[src/rtl/parity_frame_receiver_if.sv]
// Link bundle for the parity frame receiver: serial input side plus the
// deserialised payload, parity status and error count going to the consumer.
interface parity_frame_receiver_if #(
  parameter int FRAME_W   = 8,
  parameter int ERR_CNT_W = 8
);
  logic                 control;
  logic                 sin;
  logic                 sin_valid;
  logic                 frame_start;
  logic                 clear_err;
  logic [FRAME_W-2:0]   data_out;
  logic                 data_valid;
  logic                 parity_err;
  logic [ERR_CNT_W-1:0] err_count;
  logic                 busy;

  // Driver side: the serial link and the consumer of the payload
  modport master (
    output control, sin, sin_valid, frame_start, clear_err,
    input  data_out, data_valid, parity_err, err_count, busy
  );

  // Receiver side
  modport slave (
    input  control, sin, sin_valid, frame_start, clear_err,
    output data_out, data_valid, parity_err, err_count, busy
  );
endinterface

[src/rtl/parity_frame_receiver.sv]
// Deserialises MSB-first {data, parity} frames from a bit-serial stream,
// checks parity against the mode latched at frame start, and keeps a
// saturating count of mismatching frames.
module parity_frame_receiver #(
  parameter int FRAME_W   = 8,
  parameter int ERR_CNT_W = 8
) (
  input logic                   clk,
  input logic                   rst,
  parity_frame_receiver_if.slave link
);

  localparam int CNT_W = $clog2(FRAME_W);
  localparam logic [CNT_W-1:0] LAST_CNT = CNT_W'(FRAME_W - 1);
  localparam logic [ERR_CNT_W-1:0] ERR_MAX = {ERR_CNT_W{1'b1}};

  localparam logic [0:0] IDLE  = 1'b0;
  localparam logic [0:0] SHIFT = 1'b1;

  logic [0:0]           state_q, state_d;
  logic [FRAME_W-2:0]   shift_q, shift_d;
  logic [CNT_W-1:0]     bit_cnt_q, bit_cnt_d;
  logic                 mode_q, mode_d;
  logic [FRAME_W-2:0]   data_out_q, data_out_d;
  logic                 data_valid_q, data_valid_d;
  logic                 parity_err_q, parity_err_d;
  logic [ERR_CNT_W-1:0] err_count_q, err_count_d;

  logic [FRAME_W-1:0]   frame;
  logic                 start_bit;
  logic                 complete;
  logic                 mismatch;

  // Decode the frame-level events seen this cycle
  always_comb begin
    frame     = {shift_q, link.sin};
    start_bit = link.sin_valid && link.frame_start;
    complete  = (state_q == SHIFT) && link.sin_valid && !link.frame_start &&
                (bit_cnt_q == LAST_CNT);
    mismatch  = complete && ((^frame) != mode_q);
  end

  // Next-state logic: a frame_start always (re)starts reception, a valid bit
  // in SHIFT either shifts in or completes the frame
  always_comb begin
    state_d      = state_q;
    shift_d      = shift_q;
    bit_cnt_d    = bit_cnt_q;
    mode_d       = mode_q;
    data_out_d   = data_out_q;
    parity_err_d = parity_err_q;
    data_valid_d = 1'b0;
    err_count_d  = err_count_q;

    if (start_bit) begin
      state_d   = SHIFT;
      shift_d   = {{(FRAME_W-2){1'b0}}, link.sin};
      bit_cnt_d = CNT_W'(1);
      mode_d    = link.control;
    end else if (complete) begin
      state_d      = IDLE;
      shift_d      = '0;
      bit_cnt_d    = '0;
      data_out_d   = frame[FRAME_W-1:1];
      parity_err_d = mismatch;
      data_valid_d = 1'b1;
    end else if ((state_q == SHIFT) && link.sin_valid) begin
      shift_d   = {shift_q[FRAME_W-3:0], link.sin};
      bit_cnt_d = bit_cnt_q + CNT_W'(1);
    end

    if (mismatch) begin
      if (link.clear_err) begin
        err_count_d = ERR_CNT_W'(1);
      end else if (err_count_q != ERR_MAX) begin
        err_count_d = err_count_q + ERR_CNT_W'(1);
      end
    end else if (link.clear_err) begin
      err_count_d = '0;
    end
  end

  // State registers, cleared asynchronously so a mid-frame reset drops the frame
  always_ff @(posedge clk or posedge rst) begin
    if (rst) begin
      state_q      <= IDLE;
      shift_q      <= '0;
      bit_cnt_q    <= '0;
      mode_q       <= 1'b0;
      data_out_q   <= '0;
      data_valid_q <= 1'b0;
      parity_err_q <= 1'b0;
      err_count_q  <= '0;
    end else begin
      state_q      <= state_d;
      shift_q      <= shift_d;
      bit_cnt_q    <= bit_cnt_d;
      mode_q       <= mode_d;
      data_out_q   <= data_out_d;
      data_valid_q <= data_valid_d;
      parity_err_q <= parity_err_d;
      err_count_q  <= err_count_d;
    end
  end

  // Outputs come straight from registers
  always_comb begin
    link.data_out   = data_out_q;
    link.data_valid = data_valid_q;
    link.parity_err = parity_err_q;
    link.err_count  = err_count_q;
    link.busy       = (state_q == SHIFT);
  end

endmodule

[src/flat_wrapper.sv]
// flat-port wrapper written by rule: the top's interface ports become plain ports
module parity_frame_receiver_flat 
#(
  parameter int FRAME_W   = 8,
  parameter int ERR_CNT_W = 8
)
  (clk, rst, link_control, link_sin, link_sin_valid, link_frame_start, link_clear_err, link_data_out, link_data_valid, link_parity_err, link_err_count, link_busy);
  parity_frame_receiver_if #(.FRAME_W(FRAME_W), .ERR_CNT_W(ERR_CNT_W)) link_i ();
  input logic clk;
  input logic rst;
  input wire logic [$bits(link_i.control)-1:0] link_control;
  input wire logic [$bits(link_i.sin)-1:0] link_sin;
  input wire logic [$bits(link_i.sin_valid)-1:0] link_sin_valid;
  input wire logic [$bits(link_i.frame_start)-1:0] link_frame_start;
  input wire logic [$bits(link_i.clear_err)-1:0] link_clear_err;
  output wire logic [$bits(link_i.data_out)-1:0] link_data_out;
  output wire logic [$bits(link_i.data_valid)-1:0] link_data_valid;
  output wire logic [$bits(link_i.parity_err)-1:0] link_parity_err;
  output wire logic [$bits(link_i.err_count)-1:0] link_err_count;
  output wire logic [$bits(link_i.busy)-1:0] link_busy;
  assign link_i.control = link_control;
  assign link_i.sin = link_sin;
  assign link_i.sin_valid = link_sin_valid;
  assign link_i.frame_start = link_frame_start;
  assign link_i.clear_err = link_clear_err;
  assign link_data_out = link_i.data_out;
  assign link_data_valid = link_i.data_valid;
  assign link_parity_err = link_i.parity_err;
  assign link_err_count = link_i.err_count;
  assign link_busy = link_i.busy;
  parity_frame_receiver #(.FRAME_W(FRAME_W), .ERR_CNT_W(ERR_CNT_W)) u_core (.clk(clk), .rst(rst), .link(link_i));
endmodule
[config.mk]
export PLATFORM = sky130hd
export DESIGN_NAME = parity_frame_receiver_flat
export DESIGN_NICKNAME = d
export VERILOG_FILES = /design/src/rtl/parity_frame_receiver_if.sv /design/src/rtl/parity_frame_receiver.sv /design/src/flat_wrapper.sv
export SDC_FILE = /design/constraint.sdc
export NUM_CORES = 1
export LEC_CHECK = 0
export ABC_AREA = 1
export ABC_CLOCK_PERIOD_IN_PS = 4000
export CAP_MARGIN = 20
export CORE_ASPECT_RATIO = 1.75
export CORE_UTILIZATION = 45
export DETAILED_ROUTE_END_ITERATION = 8
export DONT_BUFFER_PORTS = 1
export GPL_TIMING_DRIVEN = 0
export PLACE_DENSITY_LB_ADDON = 0.08
export SLEW_MARGIN = 0
export SYNTH_ARGS = -nofsm -noshare
export SYNTH_HDL_FRONTEND = slang
export SYNTH_SLANG_ARGS = --single-unit
[constraint.sdc]
create_clock -name clk -period 4 [get_ports clk]
set_input_delay 0.2 -clock clk [delete_from_list [all_inputs] [get_ports clk]]
set_output_delay 0.2 -clock clk [all_outputs]
set_load 0.005 [all_outputs]
==> results of run 1 <==
final cells by class:
cell class | count | area [um^2]
flip-flops and latches | 29 | 725.7
well taps | 45 | 56.30
repair buffers | 2 | 37.54
clock buffers | 8 | 80.08
fillers | 342 | 1623
plain buffers | 2 | 12.51
inverters | 21 | 80.08
multi-input cells | 137 | 748.2
critical path, cell delays in order, from the launching register on:
cell and delay, ns:
dfrtp_1 0.42, ha_1 0.22, nand2_1 0.08, nor2_2 0.12, nand3_1 0.11, nor2_2 0.14, nand2_2 0.12, nand4_4 0.18
clkinv_2 0.08, nand2_1 0.06, nand2_1 0.05
layout by cell type (no fill, tap or decap), types with 4 or more instances in the layout:
master,count
nand2_2,9
nand3_1,17
nor2_2,4
o21ai_2,4
inv_1,9
dfrtp_1,29
o22ai_1,6
inv_2,11
nand2_1,62
nor2_1,8
clkbuf_8,5
per-layer routing:
metal / up-vias / routed length [um]
li1: 621 / -
met1: 608 / 1237
met2: 29 / 1873
met3: 7 / 138
met4: 0 / 74
met5: - / 0
worst paths after layout:
kind / slack, ns / from / end / depth (start not counted)
hold / removal: 0.08 / link_sin / u_core.shift_q[0] / 2
hold reg to reg: 0.51 / u_core.link.data_out[6] / u_core.link.data_out[6] / 2
max in group asynchronous: 3.24 / rst / u_core.shift_q[2] / 3
setup / recovery: 2.30 / u_core.link.err_count[0] / u_core.link.err_count[3] / 10
min in group asynchronous: 0.33 / rst / u_core.link.err_count[0] / 2
setup reg to reg: 2.30 / u_core.link.err_count[0] / u_core.link.err_count[3] / 10
sequential cells by signal (all words and copies together), names as in the netlist:
| register | count |
|---|---|
| u_core.link.err_count | 8 |
| u_core.link.busy | 1 |
| u_core.mode_q | 1 |
| u_core.link.data_valid | 1 |
| u_core.link.parity_err | 1 |
| u_core.shift_q | 7 |
| u_core.link.data_out | 7 |
| u_core.bit_cnt_q | 3 |
cells by family after synthesis:
family | Yosys count
AOI/OAI and AO/OA | 18
adders and majority gates | 3
and+or+nand+nor | 112
buffers and inverters | 23
xor gates and xnor gates | 4
DFF | 29
per-stage QoR:
| step | worst slack, ns | power, mW | instance area, um^2 | hold WS (ns) | std cells |
|---|---|---|---|---|---|
| detailed placement | 2.304 | 0.3989 | 1650 | 0.07987 | 235 |
| CTS | 2.288 | 0.6284 | 1740 | 0.07794 | 244 |
| global placement | 2.340 | 0.3912 | 1623 | 0.3613 | 234 |
| global route | 2.132 | 0.6552 | 1740 | 0.08330 | 244 |
| floorplan | 2.520 | 0.3800 | 1567 | 0.2781 | 189 |
| finish | 2.303 | 0.6212 | 1740 | 0.07748 | 244 |
power by group:
part / switching (mW) / internal [mW]
Combinational: 0.0494 / 0.0267
Clock: 0.105 / 0.123
Sequential: 0.0113 / 0.306
Total: 0.165 / 0.456
timing repair:
action | CTS | global route
buffers inserted | 0 | 0
hold buffers | 1 | 0
endpoints found under the hold margin | 6 | 0
==> metrics.csv, run 1 <==
stage,metric,value,unit
route,drc,0,
route,totalWireLength,3.323,mm
clock_network,clk_latency,0.28,ns
synthesis,yosys.area_share.simple,0.3554,
clock_network,cts_repair_resize_count,0,
cells_and_area,utilization,0.5175,
cells_and_area,area_growth,11.10,%
clock_network,cts_tree,built,
clock_network,cts_made_buffers,5,
placed_design,io_buffers,0,
die,rows,28,
setup_path,start_kind,flip-flop,
synthesis,synth_top_family_by_area,simple AND/OR/NAND/NOR gates,
clock_network,cts_sinks,29,
global_routing,grt_max_degree,24,
global_routing,antenna_found_initial,0,
die,die_width,46.60,um
sta,setup_tns,0,ns
power_and_ir_drop,power_density,356.9,nW/um^2
global_routing,grt_busiest_layer,met2,
synthesis,ys_seq_elements,29,
sta,period_minus_slack,1.697,ns
synthesis,synthesis.area_per_instance,8.288,um^2
route,drtPass1Iterations,4,
synthesis,synth_edf_count,0,
sta,slew_headroom,0.7560,
sta,fin_crit_sh,0.4243,
sta,finClkSkew,0.004668,ns
global_routing,overflow,0,
global_routing,grtUsageTotal,0.2131,
synthesis,seq_area_frac_synth,0.4633,
synthesis,synth.distinct_cells,28,
cells_and_area,finish.net_count,208,
power_and_ir_drop,p_leak,0.8852,nW
min_path,min_path_type,in2reg,
die,core_area,3363,um^2
cells_and_area,drive_gt1_frac,0.2261,
die,die_y,80.05,um
sta,setup_viol,0,
route,detail-route-antenna-nets,0,
die,num_io_pins,25,
synthesis,synthTopCellsByArea,"dfrtp_1 (46%), nand2_1 (15%), nand3_1 (5.4%), nand2_2 (3.6%), inv_2 (2.6%)",
synthesis,synth-xor-area-share,0.02236,
outcome,outcome,finished clean,
placed_design,gp_congestion,0.8490,
synthesis,async_flop_share,1.000,
global_routing,grt_use_met3,0.06292,
synthesis,synth_top_area_cell,dfrtp_1,
placed_design,place.detailed.hpwl,2.543,mm
global_routing,grt_pass1_vias,1296,
synthesis,synthMuxAreaShare,0,
die,start_util,0.4658,
setup_path,end_kind,flip-flop,
synthesis,synth_fp_nets,199,
setup_path,crit_fanout,9,
clock_network,h-tree-depth,2,
synthesis,synth_top_cell_area_share,0.4633,
sta,worst_pin_slew,0.3655,ns
synthesis,yosysMostFrequentCell,nand2_1,
synthesis,yosys_warnings,0,
setup_path,critPathKind,reg2reg,
job,cap_violations,0,
clock_network,clock_path_buffers,2,
synthesis,synth_top_cells_by_count,"nand2_1 (62), dfrtp_1 (29), nand3_1 (17), inv_2 (11)",
sta,max_freq,0.5892,GHz
clock_network,clk_pin_slew,0.06,ns
synthesis,synth_compound_area_frac,0.07588,
synthesis,ys.flop_type,dfrtp_1,
route,dr.first_iter.drc_count,19,
sta,rsz0062_at_grt,false,
global_routing,use_met2,0.3667,
cells_and_area,antenna_cells,0,
route,vias,1265,
sta,slew_viol_final,0,
global_routing,grt_pass1_wl,5.658,mm
route,routedWlPerCell,13.62,um
route,vias_per_cell,5.184,
global_routing,use_met1,0.2254,
setup_path,worstPathArrival,1.86,ns
synthesis,synth_area,1567,um^2
setup_path,cp.required,4.16,ns
synthesis,synth_fa_ha_area_frac,0.02396,
clock_network,cts_root_buf,clkbuf_8,
synthesis,synth_cells,189,
power_and_ir_drop,vdd.ir_drop.worst,0.2501,mV
die,die_area,3730,um^2
sta,hold_viol,0,
Power figures use the tool's default switching activity.
==> run 2, diff against run 1 <==
- ABC_AREA: 1 -> 0
- ABC_CLOCK_PERIOD_IN_PS: 4000 -> 1400
- clock period: 4 -> 1.4 ns (I/O delays scaled with it)
==> metrics.csv, run 2 <==
stage,metric,value,unit,change
synthesis,synth_fp_nets,151,,was 199
sta,setup_slack,-0.6224,ns,was 2.303 ns
synthesis,async_flop_share,1.000,,unchanged
synthesis,ys_seq_elements,29,,unchanged
cells_and_area,finish.net_count,171,,was 208
global_routing,grtUsageTotal,0.2140,,was 0.2131
synthesis,synthTopCellsByArea,"dfrtp_1 (51%), nand2_1 (8.4%), a22o_1 (4.3%), ha_1 (2.6%), nand3_1 (2.1%)",,"was dfrtp_1 (46%), nand2_1 (15%), nand3_1 (5.4%), nand2_2 (3.6%), inv_2 (2.6%)"
synthesis,synth_edf_count,0,,unchanged
setup_path,slowest_stage,or4b_1,,was dfrtp_1
global_routing,overflow,0,,unchanged
route,detail-route-antenna-nets,0,,unchanged
cells_and_area,most-common-layout-cells,"dfrtp_1 (28), nand2_1 (21), nand2_2 (8), a22o_1 (7)",,"was nand2_1 (62), dfrtp_1 (29), nand3_1 (17), inv_2 (11)"
power_and_ir_drop,power_density,1186,nW/um^2,was 356.9 nW/um^2
setup_path,timing.rr.start,u_core.mode_q,,was u_core.link.err_count[0]
setup_path,worst_r2r_endpoint,u_core.link.err_count[5],,was u_core.link.err_count[3]
sta,period_minus_slack,2.022,ns,was 1.697 ns
setup_path,rr_worst_depth,5,,was 10
setup_path,r2r_slack,-0.62,ns,was 2.30 ns
synthesis,synth_area,1435,um^2,was 1567 um^2
sta,slew_headroom,0.5137,,was 0.7560
global_routing,grt_pass1_wl,5.361,mm,was 5.658 mm
setup_path,crit_fanout,5,,was 9
outcome,outcome,"complete, but fails checks",,was finished clean
global_routing,grt_max_degree,18,,was 24
sta,slew_viol_final,0,,unchanged
sta,hold_viol,0,,unchanged
synthesis,synth_top_cells_by_count,"nand2_1 (32), dfrtp_1 (29), nor2_1 (8), a22o_1 (7), nand3_1 (6)",,"was nand2_1 (62), dfrtp_1 (29), nand3_1 (17), inv_2 (11)"
min_path,min_path_type,in2reg,,unchanged
global_routing,grt_pass1_vias,1154,,"was 1,296"
placed_design,dp.cells,184,,was 235
clock_network,cts_sinks,29,,unchanged
clock_network,h-tree-depth,2,,unchanged
sta,worst_pin_slew,0.7287,ns,was 0.3655 ns
sta,finClkSkew,0.004710,ns,was 0.004668 ns
sta,fin_crit_sh,1.445,,was 0.4243
die,core_area,2960,um^2,was 3363 um^2
cells_and_area,mostFrequentLayoutCell,dfrtp_1,,was nand2_1
die,rows,26,,was 28
route,routedWlPerCell,15.93,um,was 13.62 um
cells_and_area,stdcell_count,204,,was 244
min_path,min_to,u_core.link.err_count[4],,was u_core.shift_q[0]
placed_design,place.detailed.hpwl,2.125,mm,was 2.543 mm
setup_path,worstPathCellList,"xnor2_1, xnor3_2, mux2i_4, or4b_1, a21oi_1",,"was ha_1, nand2_1, nor2_2, nand3_1, nor2_2, nand2_2, nand4_4, clkinv_2, nand2_1, nand2_1"
placed_design,place_ws,-0.6570,ns,was 2.304 ns
setup_path,critical_path_buf_inv_count,0,,was 1
setup_path,worstPathArrival,2.23,ns,was 1.86 ns
die,die_area,3428,um^2,was 3730 um^2
clock_network,cts_tree,built,,unchanged
clock_network,clk_latency,0.28,ns,about the same
synthesis,yosysMostFrequentCell,nand2_1,,unchanged
power_and_ir_drop,p_total,2.309,mW,was 621.2 uW
cells_and_area,largest_reg_flops,8,,unchanged
setup_path,cp.required,1.60,ns,was 4.16 ns
setup_path,end_kind,flip-flop,,unchanged
sta,rsz0062_at_grt,true,,was false
route,vias_per_cell,5.505,,was 5.184
setup_path,start_kind,flip-flop,,unchanged
die,start_util,0.4848,,was 0.4658
setup_path,cp_top_family,XOR/XNOR gates,,was simple AND/OR/NAND/NOR gates
synthesis,synth_top_cell_area_share,0.5057,,was 0.4633
synthesis,yosys_warnings,0,,unchanged
sta,setup_viol,17,,was 0
clock_network,cts_root_buf,clkbuf_8,,unchanged
route,drtPass1Iterations,4,,unchanged
route,drc,0,,unchanged
setup_path,worstSetupStartpoint,u_core.mode_q,,was u_core.link.err_count[0]
cells_and_area,antenna_cells,0,,unchanged
placed_design,gp_congestion,0.7494,,was 0.8490
die,num_io_pins,25,,unchanged
power_and_ir_drop,vdd.ir_drop.worst,1.054,mV,was 0.2501 mV
sta,max_freq,0.4945,GHz,was 0.5892 GHz
setup_path,critPathKind,reg2reg,,unchanged
power_and_ir_drop,p_leak,0.8914,nW,was 0.8852 nW
job,cap_violations,0,,unchanged
route,totalWireLength,3.249,mm,was 3.323 mm
route,vias,1123,,"was 1,265"
outcome,violations,negative setup slack,,
global_routing,antenna_found_initial,0,,unchanged
setup_path,slowest_delay,0.51,ns,was 0.42 ns
clock_network,clk_pin_slew,0.06,ns,about the same
clock_network,clock_path_buffers,2,,unchanged
synthesis,ys.flop_type,dfrtp_1,,unchanged
synthesis,synthesis.area_per_instance,10.18,um^2,was 8.288 um^2
cells_and_area,area_growth,35.66,%,was 11.10%
placed_design,io_buffers,0,,unchanged
synthesis,synth_top_area_cell,dfrtp_1,,unchanged
route,dr.first_iter.drc_count,23,,was 19
clock_network,cts_made_buffers,5,,unchanged
synthesis,synth_cells,141,,was 189
synthesis,synth.distinct_cells,42,,was 28
synthesis,seq_area_frac_synth,0.5057,,was 0.4633
min_path,whs_path_depth,2,,unchanged
min_path,hp-start,link_clear_err,,was link_sin
die,die_width,44.69,um,was 46.60 um
die,die_y,76.71,um,was 80.05 um
cells_and_area,drive_gt1_frac,0.3642,,was 0.2261
==> run 2: cell count changes in the layout (fill, tap and decap cells not counted), moves of 4 or more <==
cell / delta
nand3_1: -11
buf_4: +4
inv_2: -11
o22ai_1: -4
a22o_1: +7
o21ai_2: -4
inv_1: -4
nand2_1: -41
buf_6: +4
==> run 2: worst register-to-register path: cells and delay by family, from the launching register on <==
family / cells / cell delay [ns]
AOI/OAI and AO/OA: 1 / 0.13
xor gates and xnor gates: 2 / 0.66
DFF: 1 / 0.41
muxes: 1 / 0.23
and+or+nand+nor: 1 / 0.51
==> run 2: area by class of cell <==
cell class,count,area (um^2)
Sequential cell,29,726.9
Clock inverter,3,65.06
Inverter,6,35.03
Clock buffer,5,68.82
Tap cell,42,52.55
Multi-Input combinational cell,100,810.8
Fill cell,229,1013
Timing Repair Buffer,13,147.6
Buffer,6,40.04
==> run 2: kinds of logic after synthesis <==
group | synth area share
adders and majority gates | 0.02616
AOI/OAI and AO/OA | 0.1386
and+or+nand+nor | 0.2075
muxes | 0.03225
DFF | 0.5057
xor gates and xnor gates | 0.05057
buffers and inverters | 0.03923
==> run 2: worst max path at each step <==
stage	endpoint	slack (ns)	depth (start not counted)
after floorplan	u_core.link.err_count[3]	-0.43	5
after global placement	u_core.link.err_count[7]	-0.60	9
after detailed placement	u_core.link.err_count[0]	-0.66	9
after CTS	u_core.link.err_count[3]	-0.58	5
after global routing	u_core.link.err_count[5]	-0.68	5
final	u_core.link.err_count[5]	-0.62	5
==> run 2: where the power goes <==
part           total, mW  switching [mW]  internal [mW]
registers          0.960          0.0578          0.902
logic              0.320           0.152          0.168
clock network       1.03           0.322          0.706
==> run 2: timing repair <==
| item | in CTS | in global routing |
|---|---|---|
| cloned | 1 | 0 |
| hold buffers | 3 | 0 |
| hold endpoints to repair | 18 | 0 |
| gates resized for setup | 25 | 20 |
| setup endpoints to repair | 23 | 21 |
| buffers inserted | 10 | 3 |
| pin swaps | 12 | 15 |
==> run 2: per-stage QoR <==
stage          TNS [ns]    util  hold WS [ns]  area (um^2)
2_1_floorplan    -3.316       -        0.1481         1485
3_3_place_gp     -6.752  0.5194        0.2213         1538
4_1_cts          -8.712  0.6484       0.04595         1919
3_5_place_dp     -7.823  0.5245        0.1065         1553
5_1_grt          -7.380  0.6577       0.06824         1947
6_report         -6.390  0.6577       0.05170         1947
==> run 2: metal layers <==
layer / vias to the layer above / track usage / wire, um
li1: 532 / - / -
met3: 6 / 0.05176 / 105
met2: 18 / 0.3794 / 1812
met1: 567 / 0.2322 / 1272
met4: 0 / 0.08182 / 59
met5: - / 0 / 0
==> run 3, diff against run 2 <==
- PLACE_DENSITY_LB_ADDON: 0.08 -> unset
==> metrics.csv, run 3 (synthesis gave the netlist of run 2 again) <==
stage,metric,value,unit,change
cells_and_area,finish.net_count,169,,was 171
die,core_area,2960,um^2,unchanged
power_and_ir_drop,vdd.ir_drop.worst,0.6974,mV,was 1.054 mV
setup_path,cp.required,1.60,ns,about the same
power_and_ir_drop,p_leak,0.8067,nW,was 0.8914 nW
route,vias,1106,,"was 1,123"
placed_design,place.detailed.hpwl,2.110,mm,was 2.125 mm
cells_and_area,mostFrequentLayoutCell,nand2_1,,was dfrtp_1
setup_path,start_kind,flip-flop,,unchanged
setup_path,critPathKind,reg2reg,,unchanged
cells_and_area,utilization,0.6145,,was 0.6577
cells_and_area,largest_reg_flops,8,,unchanged
sta,period_minus_slack,2.007,ns,was 2.022 ns
clock_network,cts_sinks,29,,unchanged
sta,hold_viol,0,,unchanged
cells_and_area,most-common-layout-cells,"nand2_1 (32), dfrtp_1 (29), a22o_1 (7)",,"was dfrtp_1 (28), nand2_1 (21), nand2_2 (8), a22o_1 (7)"
sta,fin_crit_sh,1.433,,was 1.445
clock_network,cts_root_buf,clkbuf_8,,unchanged
route,drtPass1Iterations,3,,was 4
setup_path,endpoint,u_core.link.err_count[5],,unchanged
global_routing,grt_pass1_wl,5.071,mm,was 5.361 mm
sta,slew_viol_final,0,,unchanged
global_routing,grt_pass1_vias,1121,,"was 1,154"
die,rows,26,,unchanged
setup_path,r2r_slack,-0.61,ns,was -0.62 ns
outcome,outcome,"complete, but fails checks",,unchanged
job,cap_violations,0,,unchanged
sta,worst_pin_slew,0.4999,ns,was 0.7287 ns
sta,rsz0062_at_grt,true,,unchanged
sta,setup_slack,-0.6067,ns,was -0.6224 ns
sta,finClkSkew,0.001776,ns,was 0.004710 ns
route,routedWlPerCell,15.21,um,was 15.93 um
setup_path,end_kind,flip-flop,,unchanged
route,vias_per_cell,5.475,,was 5.505
cells_and_area,area_growth,26.77,%,was 35.66%
die,die_y,76.71,um,unchanged
min_path,min_path_type,in2reg,,unchanged
die,die_area,3428,um^2,unchanged
power_and_ir_drop,p_total,2.146,mW,was 2.309 mW
clock_network,clock_path_buffers,2,,unchanged
clock_network,cts_tree,built,,unchanged
cells_and_area,antenna_cells,0,,unchanged
power_and_ir_drop,power_density,1179,nW/um^2,was 1186 nW/um^2
die,die_width,44.69,um,unchanged
placed_design,place_ws,-0.6494,ns,was -0.6570 ns
route,detail-route-antenna-nets,0,,unchanged
clock_network,h-tree-depth,2,,unchanged
clock_network,clk_latency,0.28,ns,about the same
placed_design,gp_congestion,0.7164,,was 0.7494
placed_design,io_buffers,0,,unchanged
die,num_io_pins,25,,unchanged
setup_path,crit_fanout,6,,was 5
setup_path,rr_worst_depth,8,,was 5
route,drc,0,,unchanged
global_routing,grt_max_degree,30,,was 18
outcome,violations,negative setup slack,,unchanged
cells_and_area,drive_gt1_frac,0.2500,,was 0.3642
sta,max_freq,0.4983,GHz,was 0.4945 GHz
cells_and_area,finish.instance_area,1819,um^2,was 1947 um^2
setup_path,worstPathArrival,2.21,ns,was 2.23 ns
global_routing,overflow,0,,unchanged
global_routing,grtUsageTotal,0.2039,,was 0.2140
clock_network,clk_pin_slew,0.06,ns,about the same
sta,setup_viol,22,,was 17
route,dr.first_iter.drc_count,18,,was 23
setup_path,worstSetupStartpoint,u_core.bit_cnt_q[0],,was u_core.mode_q
route,totalWireLength,3.073,mm,was 3.249 mm
clock_network,cts_made_buffers,5,,unchanged
global_routing,antenna_found_initial,0,,unchanged
placed_design,place_area,1538,um^2,was 1553 um^2
setup_path,timing.rr.start,u_core.bit_cnt_q[0],,was u_core.mode_q
sta,slew_headroom,0.6655,,was 0.5137
setup_path,worst_r2r_endpoint,u_core.link.err_count[5],,unchanged
die,start_util,0.4848,,unchanged
==> run 3: cell count changes in the layout (fill, tap and decap cells not counted), sizes merged <==
cell | before | now
buf | 13 | 11
clkbuf | 8 | 10
bufinv | 2 | 1
clkinv | 2 | 1
==> run 3: critical path, cell delays in order, from the launching register on <==
cell      delay, ns
dfrtp_1        0.38
ha_2           0.20
ha_4           0.15
nand4b_1       0.17
buf_6          0.17
nor2_4         0.11
mux2i_4        0.10
or4b_1         0.51
a21oi_1        0.13
==> run 3: worst min path at each step <==
stage                        start  depth (start not counted)                       end  slack [ns]
global placement      link_control                          1             u_core.mode_q        0.22
detailed placement    link_control                          1             u_core.mode_q        0.22
CTS                 link_clear_err                          2  u_core.link.err_count[4]        0.06
finish              link_clear_err                          2  u_core.link.err_count[4]        0.07
global route        link_clear_err                          2  u_core.link.err_count[4]        0.05
floorplan                      rst                          1       u_core.bit_cnt_q[0]        0.15
==> run 3: cell type report <==
class	instances	area [um^2]
fillers	247	1141
multi-input cells	100	742.0
flip-flops and latches	29	725.7
repair buffers	11	107.6
clock buffers	7	86.33
well taps	42	52.55
plain buffers	6	40.04
inverters	6	35.03
clock inverters	1	30.03
==> run 3: report_power, final <==
part | switching, mW | internal, mW | total [mW]
Clock | 0.317 | 0.579 | 0.897
Sequential | 0.0577 | 0.902 | 0.960
Combinational | 0.138 | 0.151 | 0.289
==> run 3: routing by layer <==
metal / up-vias / GRT usage / share of wire
met5: - / 0 / 0
met4: 0 / 0.09091 / 0.019
met3: 6 / 0.05882 / 0.039
met2: 20 / 0.3500 / 0.56
met1: 549 / 0.2208 / 0.38
li1: 531 / - / -
==> run 3: repair_timing <==
action | CTS | global route
hold buffers | 3 | 0
gates resized for setup | 12 | 5
buffers inserted | 5 | 2
cloned | 0 | 1
pin swaps | 8 | 3
hold endpoints to repair | 31 | 0
endpoints found under the setup margin | 23 | 24
==> run 3: metrics by stage <==
stage,instances,hold WS [ns],setup TNS [ns]
5_1_grt,202,0.05319,-7.918
3_5_place_dp,183,0.2243,-7.384
4_1_cts,199,0.05730,-4.861
2_1_floorplan,141,0.1481,-3.316
3_3_place_gp,183,0.2218,-6.727
6_report,202,0.06501,-6.038
